### config.mk
export PLATFORM = sky130hd
export DESIGN_NAME = wptr_full_mw
export DESIGN_NICKNAME = d
export VERILOG_FILES = /design/src/rtl/wptr_full_mw_pkg.sv /design/src/rtl/gray2bin_n.sv /design/src/rtl/wptr_full_mw.sv
export SDC_FILE = /design/constraint.sdc
export NUM_CORES = 1
export LEC_CHECK = 0
export BUFFER_PORTS_ARGS = -buffer_cell sky130_fd_sc_hd__buf_2
export CORE_MARGIN = 2
export CORE_UTILIZATION = 45
export CTS_BUF_LIST = sky130_fd_sc_hd__clkbuf_4 sky130_fd_sc_hd__clkbuf_8
export DETAILED_ROUTE_END_ITERATION = 12
export PLACE_DENSITY = 0.73
export SLEW_MARGIN = 15
export SYNTH_ARGS = -nofsm -noshare
export SYNTH_HDL_FRONTEND = slang
export SYNTH_SLANG_ARGS = --single-unit
### constraint.sdc
create_clock -name wclk -period 10.9 [get_ports wclk]
set_input_delay 0 -clock wclk [delete_from_list [all_inputs] [get_ports wclk]]
set_output_delay 0 -clock wclk [all_outputs]
set_load 0.005 [all_outputs]
### src/rtl/wptr_full_mw_pkg.sv
// Shared helpers for the multi-write async FIFO pointer blocks.
//   depth_of(addrsize) : number of FIFO entries for a given address width
//   bin2gray(b)        : reflected binary to Gray conversion (32-bit carrier,
//                        callers cast the result down to their pointer width)
package wptr_full_mw_pkg;

    function automatic int depth_of(input int addrsize);
        return 1 << addrsize;
    endfunction

    function automatic logic [31:0] bin2gray(input logic [31:0] b);
        return (b >> 1) ^ b;
    endfunction

endpackage

### src/rtl/gray2bin_n.sv
// Purely combinational Gray to binary converter of parametrised width.
// Each binary bit is the XOR of all Gray bits at and above its position.
//   gray  in  W  Gray-coded value
//   bin   out W  binary equivalent
module gray2bin_n #(
    parameter int W = 4
) (
    input  logic [W-1:0] gray,
    output logic [W-1:0] bin
);

    for (genvar i = 0; i < W; i++) begin : g_bit
        assign bin[i] = ^(gray >> i);
    end

endmodule

### src/rtl/wptr_full_mw.sv
// Write-side pointer and flag generator for the multi-write async FIFO.
// Accepts up to WRMAX entries per cycle on an all-or-nothing basis, tracks a
// binary/Gray write pointer pair, and produces a registered fill level plus
// full, almost-full and sticky overflow flags.
//   wclk        in  1           write clock
//   wrst        in  1           synchronous active-high reset
//   wcnt        in  CW          entries offered this cycle (0 = idle)
//   wq2_rptr    in  ADDRSIZE+1  read pointer, Gray, already synchronised
//   awfull_thr  in  ADDRSIZE+1  almost-full threshold (quasi-static)
//   wovf_clr    in  1           clears the sticky overflow flag
//   wacc        out CW          entries accepted this cycle (combinational)
//   waddr       out ADDRSIZE    base RAM address for this cycle's writes
//   wptr        out ADDRSIZE+1  registered Gray write pointer
//   wlevel      out ADDRSIZE+1  registered fill level, 0..DEPTH
//   wfull       out 1           level == DEPTH
//   awfull      out 1           level >= awfull_thr
//   wovf        out 1           sticky overflow (request rejected)
module wptr_full_mw
    import wptr_full_mw_pkg::*;
#(
    parameter  int ADDRSIZE = 4,
    parameter  int WRMAX    = 4,
    localparam int CW       = $clog2(WRMAX + 1)
) (
    input  logic                wclk,
    input  logic                wrst,
    input  logic [CW-1:0]       wcnt,
    input  logic [ADDRSIZE:0]   wq2_rptr,
    input  logic [ADDRSIZE:0]   awfull_thr,
    input  logic                wovf_clr,
    output logic [CW-1:0]       wacc,
    output logic [ADDRSIZE-1:0] waddr,
    output logic [ADDRSIZE:0]   wptr,
    output logic [ADDRSIZE:0]   wlevel,
    output logic                wfull,
    output logic                awfull,
    output logic                wovf
);

    localparam int P     = ADDRSIZE + 1;
    localparam int DEPTH = depth_of(ADDRSIZE);

    logic [P-1:0] wbin;
    logic [P-1:0] rbin;
    logic [P-1:0] used;
    logic [P-1:0] free;
    logic [P-1:0] wbinnext;
    logic [P-1:0] wgraynext;
    logic [P-1:0] lvlnext;
    logic         ovf_set;

    gray2bin_n #(.W(P)) u_rptr_g2b (
        .gray (wq2_rptr),
        .bin  (rbin)
    );

    // Modulo-2**P arithmetic: the extra MSB makes used range 0..DEPTH, so
    // free also stays in 0..DEPTH and fits in P bits.
    always_comb begin
        used      = wbin - rbin;
        free      = P'(DEPTH) - used;
        wacc      = '0;
        if (!wrst && (P'(wcnt) <= free)) begin
            wacc = wcnt;
        end
        wbinnext  = wbin + P'(wacc);
        wgraynext = P'(bin2gray(32'(wbinnext)));
        lvlnext   = wbinnext - rbin;
        ovf_set   = (wcnt != '0) && (wacc == '0);
    end

    assign waddr = wbin[ADDRSIZE-1:0];

    always_ff @(posedge wclk) begin
        if (wrst) begin
            wbin   <= '0;
            wptr   <= '0;
            wlevel <= '0;
            wfull  <= 1'b0;
            awfull <= 1'b0;
            wovf   <= 1'b0;
        end else begin
            wbin   <= wbinnext;
            wptr   <= wgraynext;
            wlevel <= lvlnext;
            wfull  <= (lvlnext == P'(DEPTH));
            awfull <= (lvlnext >= awfull_thr);
            // A new rejection outranks a simultaneous clear.
            wovf   <= ovf_set | (wovf & ~wovf_clr);
        end
    end

    always_ff @(posedge wclk) begin
        if (!wrst) begin
            assert (wcnt <= CW'(WRMAX))
                else $error("wptr_full_mw: wcnt %0d exceeds WRMAX %0d", wcnt, WRMAX);
        end
    end

endmodule

==> impl_results.md, run 1 <==
* Chip height at 56.5 um
* Leading cell types in the layout, fill and taps excluded: buf_2 (35), ha_1 (22), inv_1 (17), dfxtp_1 (17), nor2_1 (10)
* Headroom to the max-slew limit at 68.5%
* Share of post-route cells with drive strength above 1 at 27.3%
* Class of the tightest hold or removal check: input port to flip-flop
* Synth-to-layout area growth at 18.9%
* DIE WIDTH at 56.5 um
* DPL Wire Length at 2030 um
* Predominant post-synthesis flop cell: dfxtp_1
* Vias per inst at 4.94
* Number of DRC violations after detailed routing at 0
* Pwr per Cell Area at 318 mW/mm2
* Nets at 207
* Number of flops mapped to enable cells by yosys at 0
* Number of design-rule violations left by the first detailed-router iteration at 9
* Synthesized net count at 169
* Share of async-settable or async-resettable flops after synthesis at 0%
* Final Non-Filler Cells at between 150 and 200
* Max-cap violations at 0
* Setup repair bufs after CTS at 0
* Met1 layer wirelength in the final routing at 1000 um
* Pins Over Slew Limit at 0
* Quantity of hold-fixing buffers added after cts at 0
* Slew of the pin with the lowest slew margin at 471 ps
* Synth warn at 0
* Total CTS buffers at 3
* Required arrival time at the worst endpoint at 11120 ps
* Total Power at 0.468 mW
* Class of the most critical setup path: input port to flip-flop
* First-pass GRT wire length at 4380 um
* Placed standard-cell area at around 0.0014 mm2
* #FFs+latches synth at 17
* Number of routed nets with antenna violations at 0
* Clock tree root driver cell: clkbuf_4
* Routed length per instance at 12.3 um
* Met2 wire length at approximately 1300 um
* Number of failing setup endpoints in the final timing report at 0
* Average size of a mapped cell at ~9.7 um2
* Number of top-level pins at 36
* Die Outline Area at 0.00319 mm2
* Library cells used by synthesis at 29
* Port bufs at 35
* Drt total wl at 2410 um
* Reg clk slew, reported paths at about 100 ps
* Routed wire length on met3 at 65 um
* Total global-route track usage at approximately 18%
* Clock buffer depth at 2
* Via total after detailed routing at 969
* Level count of the clock H-tree at 1
* LEAKAGE at ~0.81 nW
* GRT overflow at 0
* Unrepaired setup endpoints after global routing: no
* Outcome: finished clean
* Worst-case vdd ir drop at 204 uV
* Setup TNS at 0 ps
* Clock latency at the later pin of the worst-skew pair at 290 ps
* Final cycle utilization of the critical path at between 40% and 50%
* Starting utilization of the core area at a little under half
* FILL cells at between 200 and 300
* Maximum number of pins on one net before global-route repair at 21
* Placed cells at 192
* Worst Setup End Kind: flip-flop
* Cell count after synthesis at 128
* Clk_skew at 2.35 ps
* Post-place setup slack at 5220 ps
* Sort of element at the start of the critical path: input port
* Number of antenna violations at the first check in global routing at 0
* Last weighted congestion value of the routability-driven placer at approximately 0.84
* Combined area of all synthesized cells at 0.00124 mm2
* Final hold vios at 0
* Number of clock sinks at 17
* Rows at 19
* Fin crit period at between 5000 and 6000 ps
* Antenna diode count at 0
* Top fanout value on the critical path at 4
* Most common cell after layout, fill and taps aside: buf_2
* Finished layout cell area at approximately 0.0015 mm2
* Core outline area at between 0.002 and 0.003 mm2
* Data arrival time of the worst path at roughly 5500 ps
* Via count of the first global-routing pass at 1064
* Highest clock frequency the design can meet at 189 MHz
* Post_cts resized at 0
* Sequential cell area fraction in the yosys report at between 20% and 30%
* Setup WS post-layout at 5600 ps
* Clock tree from TritonCTS: built
* Uppermost layer routed: met4
* Number of optimization iterations in the first detailed-route pass at 3
==> routing by layer <==
metal / vias up / GRT usage [%]
met5: - / 0
met4: 0 / 9.18
met3: 5 / 2.30
met2: 19 / 33.1
met1: 452 / 19.2
li1: 493 / -
==> worst max-delay path, cell delays in order <==
cell	delay, ps
buf_2	110
xor2_2	190
xnor2_2	240
xor2_1	390
xor2_1	260
ha_1	190
inv_1	50
ha_1	200
fa_1	490
inv_1	40
ha_1	280
a31oi_1	130
o21ai_0	100
nor2_1	230
nor3_1	90
ha_1	250
fa_1	430
xor2_1	360
ha_1	340
a21o_1	170
a21oi_1	160
xnor3_1	260
ha_1	290
nor2_1	50
a211oi_1	190
==> sequential cells by signal, summed over array words and instances (netlist names) <==
name / flops
awfull: 1
wbin: 4
wfull: 1
wlevel: 5
wovf: 1
wptr: 5
==> synth_stat cells (3+ instances only) <==
cell	number	area share, %
xnor2_1	8	5.7
nor3b_1	3	1.8
inv_1	17	5.2
a21o_1	6	3.6
nor2_1	10	3.0
fa_1	3	4.8
xor2_1	5	3.5
nor2b_1	8	4.0
ha_1	22	22
dfxtp_1	17	27
a21oi_1	6	2.4
==> power by group <==
group	internal [mW]	switching, mW	total (mW)	leakage (nW)
clock network	0.0137	0.0205	0.0342	0.0177
registers	0.0849	0.00994	0.0948	0.140
logic	0.164	0.176	0.339	0.651
total	0.262	0.206	0.468	0.809
==> cells by family after synthesis <==
logic type / Yosys count / share of synthesized area (%)
AOI/OAI and AO/OA: 18 / 9.90
xor gates and xnor gates: 16 / 13.6
adders and majority gates: 25 / 27.1
buffers and inverters: 20 / 6.06
DFF: 17 / 27.5
and+or+nand+nor: 32 / 15.9
==> through the flow <==
| stage | utilization [%] | hold slack [ps] |
|---|---|---|
| 4_1_cts | 54.8 | 11.5 |
| 3_5_place_dp | 53.8 | 329 |
| 6_report | 54.8 | 11.9 |
| 3_3_place_gp | 53.8 | 308 |
| 2_1_floorplan | - | 68.2 |
| 5_1_grt | 54.8 | 20.3 |
==> area by class of cell <==
| class | instances | area, um2 | area share, % |
|---|---|---|---|
| Tap cell | 31 | 38.8 | 2.63 |
| Multi-Input combinational cell | 91 | 823 | 55.9 |
| Sequential cell | 17 | 340 | 23.1 |
| Timing Repair Buffer | 35 | 175 | 11.9 |
| Clock inverter | 1 | 5.00 | 0.340 |
| Inverter | 18 | 67.6 | 4.59 |
| Clock buffer | 3 | 22.5 | 1.53 |
==> worst paths after layout <==
| kind | start | cells past startpoint | slack, ps | endpoint |
|---|---|---|---|---|
| setup reg to reg | wbin[1]$_SDFF_PP0_ | 20 | 5950 | awfull$_SDFF_PP0_ |
| hold reg to reg | wovf$_SDFF_PP0_ | 2 | 630 | wovf$_SDFF_PP0_ |
| setup / recovery | wq2_rptr[3] | 25 | 5600 | awfull$_SDFF_PP0_ |
| hold / removal | wovf_clr | 3 | 10 | wovf$_SDFF_PP0_ |
(Power assumes the default switching activity.)
==> run 2: changes to the inputs <==
==> constraint.sdc (replaced) <==
create_clock -name wclk -period 5.35 [get_ports wclk]
set_input_delay 0 -clock wclk [delete_from_list [all_inputs] [get_ports wclk]]
set_output_delay 0 -clock wclk [all_outputs]
set_load 0.005 [all_outputs]
==> impl_results.md, run 2 (synthesis gave the netlist of run 1 again) <==
* Crit. Startpoint: wq2_rptr[4]
* Top fanout value on the critical path at 4
* Starting utilization of the core area at between 40% and 50%
* Nets at 214
* Placed standard-cell area at between 0.001 and 0.0015 mm2
* Multi-input gate area at 846 um2
* Synth-to-layout area growth at 24.9%
* Core outline area at 0.00269 mm2
* First-pass GRT wire length at 4570 um
* Worst R2R Setup Slack at 570 ps
* Flip-flop and latch area at 340 um2
* Biggest registers after layout: wlevel (5), wptr (5), wbin (4)
* Outcome: finished clean
* Setup WS post-layout at 349 ps
* Chip height at 56.5 um
* Total CTS buffers at 3
* Reg clk slew, reported paths at 110 ps
* Total global-route track usage at 18.1%
* Via count of the first global-routing pass at 1104
* Routed length per instance at 12.6 um
* Share of post-route cells with drive strength above 1 at 32.6%
* Max-cap violations at 0
* Drt total wl at 2560 um
* Maximum number of pins on one net before global-route repair at 21
* Pins Over Slew Limit at 0
* Headroom to the max-slew limit at between 70% and 80%
* DIE WIDTH at 56.5 um
* Antenna diode count at 0
* Rows at 19
* Highest clock frequency the design can meet at 200 MHz
* Number of optimization iterations in the first detailed-route pass at 4
* Vias per inst at 4.93
* Port bufs at 35
* Cell mode on critical path: ha_1
* Slew of the pin with the lowest slew margin at between 400 and 500 ps
* Finished layout cell area at roughly 0.0015 mm2
* Number of routed nets with antenna violations at 0
* Placed cells at approximately 200
* Via total after detailed routing at 1001
* Kind of cell adding the most delay to the critical path: adder cells
* Worst Setup End Kind: flip-flop
* Critical Path Stages at 25
* Number of DRC violations after detailed routing at 0
* Worst-case vdd ir drop at between 400 and 500 uV
* GRT overflow at 0
* Class of the most critical setup path: input port to flip-flop
* Reg2reg start: wbin[1]$_SDFF_PP0_
* Number of design-rule violations left by the first detailed-router iteration at 8
* Last weighted congestion value of the routability-driven placer at 0.788
* Number of antenna violations at the first check in global routing at 0
* Class of the tightest hold or removal check: input port to flip-flop
* Clk_skew at 2.10 ps
* Pwr per Cell Area at roughly 670 mW/mm2
* Worst r2r path cells at 20
* Data arrival time of the worst path at 5220 ps
* Largest incremental delay on the critical path at roughly 490 ps
* Required arrival time at the worst endpoint at 5570 ps
* DPL Wire Length at ~2100 um
* Clock tree from TritonCTS: built
* Final cycle utilization of the critical path at slightly above 90%
* CP max-delay cell: fa_1
* Worst r2r dst: awfull$_SDFF_PP0_
* LEAKAGE at between 0.8 and 0.9 nW
* Sort of element at the start of the critical path: input port
* Number of top-level pins at 36
* Level count of the clock H-tree at 1
* Final cell utilization of the core at 57.6%
* Leading cell types in the layout, fill and taps excluded: buf_2 (35), ha_1 (22), inv_1 (17), dfxtp_1 (17), nor2_1 (9)
* Buffers and inverters on the worst path at 3
* Final hold vios at 0
* Most common cell after layout, fill and taps aside: buf_2
* Die Outline Area at 0.00319 mm2
* Setup repair bufs after CTS at 0
* Clock tree root driver cell: clkbuf_4
* Final Non-Filler Cells at between 200 and 250
* Number of failing setup endpoints in the final timing report at 0
* FILL cells at 248
* Clock buffer depth at 2
* Post-place setup slack at -90.8 ps
* Quantity of hold-fixing buffers added after cts at 0
* Number of clock sinks at 17
* CP endpoint: awfull$_SDFF_PP0_
* Clock latency at the later pin of the worst-skew pair at 290 ps
* Fin crit period at around 5000 ps
[run 2: cell types whose count changed in the layout (fill, tap and decap cells not counted)]
cell and change:
nor2_1 -1, nor3_1 -1, nor2_2 +1, buf_4 +7, xor2_1 -2, nor3_2 +1
xor2_2 +2
[run 2: per-stage QoR]
step / TNS, ps / power, mW / hold WS, ps
finish: 0 / 1.04 / 22.3
global route: -52.7 / 1.17 / 6.20
CTS: 0 / 1.04 / 10.5
detailed placement: -90.8 / 0.964 / 331
global placement: 0 / 0.923 / 302
floorplan: 0 / 0.717 / 68.2
[run 2: worst register-to-register path, stage by stage, from the launching register on]
cell      delay, ps
dfxtp_1         420
inv_1            70
ha_1            300
ha_1            230
fa_1            490
inv_1            50
ha_1            280
a31oi_1         120
o21ai_0         120
nor2_2          230
nor3_2           80
ha_1            250
fa_1            440
xor2_1          200
ha_1            320
a21o_1          170
a21oi_1         170
xnor3_1         270
ha_1            290
nor2_1           40
a211oi_1        180
[run 2: layer usage]
| layer | global-route usage [%] | up-vias | part of all wire, % |
|---|---|---|---|
| met2 | 32.9 | 24 | 53 |
| li1 | - | 504 | - |
| met5 | 0 | - | 0 |
| met4 | 8.16 | 0 | 2.0 |
| met3 | 2.53 | 5 | 3.5 |
| met1 | 20.7 | 468 | 41 |
[run 2: where the power goes]
part | total [mW] | switching, mW | internal, mW
Sequential | 0.197 | 0.0213 | 0.175
Clock | 0.0709 | 0.0431 | 0.0278
Combinational | 0.773 | 0.376 | 0.397
Total | 1.04 | 0.440 | 0.600
[run 2: final cells by class]
class / count / share of cell area (%)
inverters: 18 / 4.37
flip-flops and latches: 17 / 22.0
multi-input cells: 91 / 54.6
clock buffers: 3 / 1.46
clock inverters: 1 / 0.323
repair buffers: 42 / 14.7
well taps: 31 / 2.51
[run 2: worst min path at each step]
stage	start	endpoint	slack (ps)	cells past startpoint
after floorplan	wrst	wlevel[4]$_SDFF_PP0_	70	1
after global placement	wovf_clr	wovf$_SDFF_PP0_	300	3
after detailed placement	wovf_clr	wovf$_SDFF_PP0_	330	3
after CTS	wovf_clr	wovf$_SDFF_PP0_	10	3
after global routing	wovf_clr	wovf$_SDFF_PP0_	6	3
final	wovf_clr	wovf$_SDFF_PP0_	20	3
[run 2: what timing repair did]
| item | in CTS | in global routing |
|---|---|---|
| gates resized for setup | 0 | 4 |
| setup endpoints to repair | 0 | 1 |
| hold endpoints to repair | 0 | 0 |
